$ cat src/rtl/sram_arbiter.sv
// sram_arbiter: two-requester (fetch / load-store) arbiter onto one shared
// SRAM-like port with address-phase backpressure and in-order responses.
// Optional feature macro: SRAM_ARB_RR_EN selects round-robin arbitration on
// ties; without it load/store always beats fetch.
module sram_arbiter #(
  parameter int MAX_OUTSTANDING = 2  // accepted-but-unanswered limit, 1..4
) (
  input  logic        clk,
  input  logic        resetn,
  // fetch side
  input  logic        inst_req,
  input  logic [31:0] inst_addr,
  output logic        inst_addr_ok,
  output logic        inst_data_ok,
  output logic [31:0] inst_rdata,
  // load/store side
  input  logic        data_req,
  input  logic        data_wr,
  input  logic [3:0]  data_wstrb,
  input  logic [31:0] data_addr,
  input  logic [31:0] data_wdata,
  output logic        data_addr_ok,
  output logic        data_data_ok,
  output logic [31:0] data_rdata,
  // shared port
  output logic        mem_req,
  output logic        mem_wr,
  output logic [3:0]  mem_wstrb,
  output logic [31:0] mem_addr,
  output logic [31:0] mem_wdata,
  input  logic        mem_addr_ok,
  input  logic        mem_data_ok,
  input  logic [31:0] mem_rdata
);

  typedef enum logic {ST_IDLE, ST_HOLD} state_e;
  typedef enum logic {SRC_INST, SRC_DATA} src_e;

  state_e      state_q, state_d;
  src_e        hold_src_q, hold_src_d;
  src_e        idle_grant;
  src_e        grant;
  logic        active;
  logic        full;
  logic        push;
  logic        pop;
  logic [2:0]  count_q, count_d;
  logic [1:0]  wr_ptr_q, rd_ptr_q;
  src_e        tag_fifo_q [4];

`ifdef SRAM_ARB_RR_EN
  src_e        rr_last_q;
`endif

  // Pointer advance with wrap at the configured depth, not the storage size.
  function automatic logic [1:0] ptr_inc(input logic [1:0] p);
    return (p == 2'(MAX_OUTSTANDING - 1)) ? 2'd0 : p + 2'd1;
  endfunction

  // Winner when no grant is frozen: tie policy depends on the build.
  always_comb begin
    idle_grant = data_req ? SRC_DATA : SRC_INST;
`ifdef SRAM_ARB_RR_EN
    if (inst_req && data_req) begin
      idle_grant = (rr_last_q == SRC_DATA) ? SRC_INST : SRC_DATA;
    end
`endif
  end

  // FSM next state, grant selection, handshakes and shared-port fields.
  // NOTE: combinational logic uses blocking '=' with every output defaulted
  // first so no latch is inferred; clocked state below uses '<=' only.
  always_comb begin
    state_d    = state_q;
    hold_src_d = hold_src_q;
    grant      = idle_grant;
    active     = inst_req | data_req;

    if (state_q == ST_HOLD) begin
      // Grant frozen until the port accepts, even if the requester misbehaves.
      grant  = hold_src_q;
      active = 1'b1;
    end

    // Limit uses the count before any same-cycle pop.
    full    = (count_q == 3'(MAX_OUTSTANDING));
    mem_req = resetn & active & ~full;
    push    = mem_req & mem_addr_ok;
    pop     = resetn & mem_data_ok & (count_q != 3'd0);

    case (state_q)
      ST_IDLE: begin
        if (mem_req && !mem_addr_ok) begin
          state_d    = ST_HOLD;
          hold_src_d = idle_grant;
        end
      end
      ST_HOLD: begin
        if (push) state_d = ST_IDLE;
      end
      default: state_d = ST_IDLE;
    endcase

    inst_addr_ok = push & (grant == SRC_INST);
    data_addr_ok = push & (grant == SRC_DATA);

    if (grant == SRC_DATA) begin
      mem_wr    = data_wr;
      mem_wstrb = data_wstrb;
      mem_addr  = data_addr;
      mem_wdata = data_wdata;
    end else begin
      mem_wr    = 1'b0;
      mem_wstrb = 4'h0;
      mem_addr  = inst_addr;
      mem_wdata = 32'h0;
    end

    inst_data_ok = pop & (tag_fifo_q[rd_ptr_q] == SRC_INST);
    data_data_ok = pop & (tag_fifo_q[rd_ptr_q] == SRC_DATA);

    count_d = count_q + {2'b00, push} - {2'b00, pop};
  end

  // Response data goes to both requesters; data_ok says who owns it.
  assign inst_rdata = mem_rdata;
  assign data_rdata = mem_rdata;

  // Control state: FSM, outstanding count, FIFO pointers, tie pointer.
  always_ff @(posedge clk or negedge resetn) begin
    if (!resetn) begin
      state_q    <= ST_IDLE;
      hold_src_q <= SRC_INST;
      count_q    <= 3'd0;
      wr_ptr_q   <= 2'd0;
      rd_ptr_q   <= 2'd0;
`ifdef SRAM_ARB_RR_EN
      rr_last_q  <= SRC_INST;
`endif
    end else begin
      state_q    <= state_d;
      hold_src_q <= hold_src_d;
      count_q    <= count_d;
      if (push) wr_ptr_q <= ptr_inc(wr_ptr_q);
      if (pop)  rd_ptr_q <= ptr_inc(rd_ptr_q);
`ifdef SRAM_ARB_RR_EN
      if (push) rr_last_q <= grant;
`endif
    end
  end

  // Tag storage for in-order response routing.
  // NOTE: the tag array has no reset; pointers and count define which
  // entries are live, so stale contents are never read.
  always_ff @(posedge clk) begin
    if (push) tag_fifo_q[wr_ptr_q] <= grant;
  end

endmodule

$ cat config.mk
export PLATFORM = sky130hd
export DESIGN_NAME = sram_arbiter
export DESIGN_NICKNAME = d
export VERILOG_FILES = /design/src/rtl/sram_arbiter.sv
export SDC_FILE = /design/constraint.sdc
export NUM_CORES = 1
export LEC_CHECK = 0
export BUFFER_PORTS_ARGS = -buffer_cell sky130_fd_sc_hd__buf_2
export CORE_AREA = 2 2 108 110
export CTS_CLUSTER_DIAMETER = 150
export DETAILED_ROUTE_END_ITERATION = 16
export DIE_AREA = 0 0 110 112
export GPL_TIMING_DRIVEN = 0
export PLACE_DENSITY = 0.56
export SYNTH_ARGS = -nofsm -noshare
export SYNTH_HDL_FRONTEND = slang
export SYNTH_SLANG_ARGS = --single-unit
$ cat constraint.sdc
create_clock -name clk -period 2.5 [get_ports clk]
set_clock_uncertainty 0.1 [all_clocks]
set_input_delay 0.5 -clock clk [delete_from_list [all_inputs] [get_ports clk]]
set_output_delay 0.5 -clock clk [all_outputs]
set_load 0.02 [all_outputs]
### After elaboration in Yosys (flattened, before gate mapping)

Memories as Yosys holds them, arrays and structs flattened.
Index checks and enable logic that the tools add are counted.

* memories kept: 1
* bits in registers: 9
* memory bits (writable): 4

* equality and inequality tests: 3
* reductions and logical operators: 4
* add/subtract/negate cells: 4
* muxes and demuxes: 14
* bitwise gates (word level): 14

Memory list
* tag_fifo_q: depth 4, width 1, read ports 1, clocked after memory_dff 0, wr ports 1, line 49 `src_e tag_fifo_q [4];`

Operators with widths (count)
* $mux 32: 2
* $and 1x1->1: 9
* $mux 1: 8
* $add 2x1->2 const B: 2
* $eq 2x1->1 const B: 2
* $mux 2: 2
* $mux 4: 1
* $not 1->1: 4
* $add 3x1->3: 1
* $eq 3x2->1 const B: 1
* $reduce_bool 3->1: 1
* $sub 3x1->3: 1
* $pmux 1 s2: 1
* $reduce_and 2->1: 1
* $logic_and 1x1->1: 1
* $logic_not 1->1: 1
* $or 1x1->1: 1

### Depth between registers and ports, before layout

* depth in word-level cells: 7
* depth in mapped cells: 9
* gate-level depth less buffers: 9

### Worst setup path before layout

OpenSTA, ideal clock, no wires.

* path type: reg2reg
* from: register count_q[1]
* to: register count_q[2]
* setup time: 124 ps
* data arrival time: 2071 ps
* slack: 205 ps
* data required time: 2276 ps
* stages on the path, launching flop included: 10
* cells stage by stage: dfrtp_1 -> o311ai_1 -> inv_1 -> ha_1 -> inv_1 -> ha_1 -> inv_1 -> fa_1 -> xnor2_1 -> xnor2_1

* elaborated cells on any way between the ends: 8

RTL lines
* from (decl): line 47 `logic [2:0] count_q, count_d;`
* from (signal assigned): line 143 `count_q <= count_d;`
* $reduce_bool 3->1: line 89 `pop = resetn & mem_data_ok & (count_q != 3'd0);`
* $and 1x1->1: line 89
* named net pop: line 46 `logic pop;`
* $sub 3x1->3: line 122 `count_d = count_q + {2'b00, push} - {2'b00, pop};`
* named net count_d[2]: line 47

The timed path passes the listed nets, and every way through them passes these cells.
A chain may end at the register's enable or synchronous reset.

==> flow_summary.json <==
{
  "drtPass1Iterations": 4,
  "grt_max_degree": 16,
  "drc": 0,
  "ys.flop_type": "dfrtp_1",
  "synth_top_cell_by_area": "buf_4",
  "gp_congestion": 0.787,
  "grt_setup_unrepaired": "false",
  "die_x_um": 110,
  "drive_above_1_share": 0.744,
  "dp.cells": 582,
  "power_density_nw_per_um2": 751,
  "post_drt_via_cell_ratio": 3.74,
  "root_buffer": "clkbuf_16",
  "yosysTopAreaCellShare": 0.267,
  "multi_input_area_um2": 902,
  "clock_latency_ns": 0.24,
  "maxSlewHeadroom": 0.757,
  "synth_async_sr_flop_share": 0.692,
  "synth-seq-cells": 13,
  "die_area_um2": 12300,
  "final_common_cell": "buf_2",
  "core_um2": 11200,
  "ir_drop_mv": 0.244,
  "io_pins": 277,
  "outcome": "finished clean",
  "cts_buffers": 3,
  "cts_tree": "done",
  "r2r_cells": 9,
  "drv_slew": 0,
  "hold_buffers": 0,
  "seq_area_um2": 347,
  "setup_tns_ns": 0,
  "clock_sink_count": 13,
  "crit_arrival_ns": 1.76,
  "hp-class": "in2async",
  "hold_viol": 0,
  "critPathRequiredTime_ns": 1.90,
  "layout_common_cells": "buf_2, buf_4, nor2b_1",
  "ys_top_cells_by_area": "buf_4, mux2_1, nor2b_1, dfrtp_1, edfxtp_1",
  "ctsHtreeMaxLevel": 1,
  "hpwl_mm": 6.23,
  "yosys_warnings": 0,
  "grt_pass1_wl_mm": 10.1,
  "finalPower_mw": 2.50,
  "cp_max_fo": 10,
  "design_area_um2": 3330,
  "cp-end-kind": "output pin",
  "period_share": 0.946,
  "vias": 2201,
  "synth_nets": 337,
  "rows": 39,
  "overflow": 0,
  "synth.distinct_cells": 32,
  "fmax_mhz": 423,
  "period_needed_ns": 2.36,
  "synth_edf_count": 4,
  "layout.nets": 588,
  "cap_violations": 0,
  "clkTransAtPathRegs_ns": 0.05,
  "die_h_um": 112,
  "start_kind": "flop",
  "start_util": 0.161,
  "clk_path_buf_depth": 2,
  "drt_iter0_markers": 31,
  "fill_cells": 1209,
  "wire_per_inst_um": 11.7,
  "grt_pass1_vias": 2164,
  "grt_util_all_layers": 0.104,
  "setup_viol": 0,
  "worst_pin_slew_ns": 0.365,
  "antenna_left": 0,
  "postPlaceCellArea_um2": 3200,
  "p_leak_nw": 1.89,
  "syn_area_um2": 1800,
  "synth_seq_area_share": 0.192,
  "synth.avg_cell_area_um2": 9.23,
  "wirelength_mm": 6.89,
  "numPortBuffers": 244,
  "syn_to_final_growth_pct": 84.9,
  "crit_type": "reg2out",
  "stdcell_count": 589,
  "netlist_instances": 195,
  "antenna_found_initial": 1
}
[where the power goes]
part	leakage, nW	switching, mW	internal, mW
clock	0.0382	0.0888	0.215
sequential	0.145	0.0923	0.295
combinational	1.71	1.04	0.770
[registers in the layout, indices dropped and copies added, names as in the netlist, named ones only]
| name | flops |
|---|---|
| wr_ptr_q | 2 |
| count_q | 3 |
| hold_src_q | 1 |
| tag_fifo_q | 4 |
| rd_ptr_q | 2 |
[worst max-delay path, stage by stage, from the launching register on]
cell and delay (ns):
dfrtp_2 0.41, mux2i_4 0.27, buf_4 0.18, buf_6 0.15
mux2_1 0.34, buf_2 0.17
[final timing paths]
check                           slack (ns)               startpoint                    endpoint
worst max-delay path                  0.14                     flop                mem_addr[15]
worst min-delay path                  0.05                   resetn        count_q[1]$_DFF_PN0_
worst max register to register        0.16     count_q[2]$_DFF_PN0_        count_q[2]$_DFF_PN0_
worst min register to register        0.44  rd_ptr_q[0]$_DFFE_PN0P_     rd_ptr_q[0]$_DFFE_PN0P_
max in group asynchronous             1.98                   resetn  asynchronous set/reset pin
min in group clk                      0.44  rd_ptr_q[0]$_DFFE_PN0P_     rd_ptr_q[0]$_DFFE_PN0P_
[cells by family after synthesis]
logic type | share of synthesized area
compound gates | 0.0257
buf+inv | 0.317
fa+ha+maj | 0.0250
simple gates | 0.196
flops | 0.192
xor+xnor | 0.0195
mux | 0.225
[final cells by class]
cell class | count | share of cell area
Buffer | 72 | 0.163
Timing Repair Buffer | 246 | 0.375
Inverter | 7 | 0.00827
Clock buffer | 4 | 0.0237
Antenna cell | 1 | 0.000752
Multi-Input combinational cell | 103 | 0.271
Sequential cell | 13 | 0.104
Tap cell | 143 | 0.0537
[per-stage QoR]
step	util	hold slack (ns)	setup WS (ns)
detailed placement	0.286	0.303	-0.0217
global route	0.298	0.0633	0.0298
floorplan	-	0.104	0.205
CTS	0.297	0.0444	0.0559
finish	0.298	0.0498	0.135
global placement	0.286	0.294	-0.000592
[cells in the mapped netlist (all sizes together) (2+ instances only)]
master / count
clkbuf: 2
buf: 70
ha: 2
nor3b: 3
mux2: 32
edfxtp: 4
nor2: 5
a21boi: 2
dfrtp: 9
xnor2: 4
inv: 6
nor2b: 37
nor3: 3
nand2: 2
[layer usage]
| metal | up-vias | GRT usage | routed length (um) |
|---|---|---|---|
| li1 | 1075 | - | - |
| met1 | 972 | 0.120 | 2650 |
| met2 | 145 | 0.193 | 3440 |
| met3 | 9 | 0.0181 | 727 |
| met4 | 0 | 0.0236 | 78 |
| met5 | - | 0 | 0 |
[repair_timing]
item | in CTS | in global routing
setup endpoints to repair | 38 | 5
buffers inserted | 2 | 0
pin swaps | 0 | 0
resized for setup | 1 | 4
(Power assumes the default switching activity.)
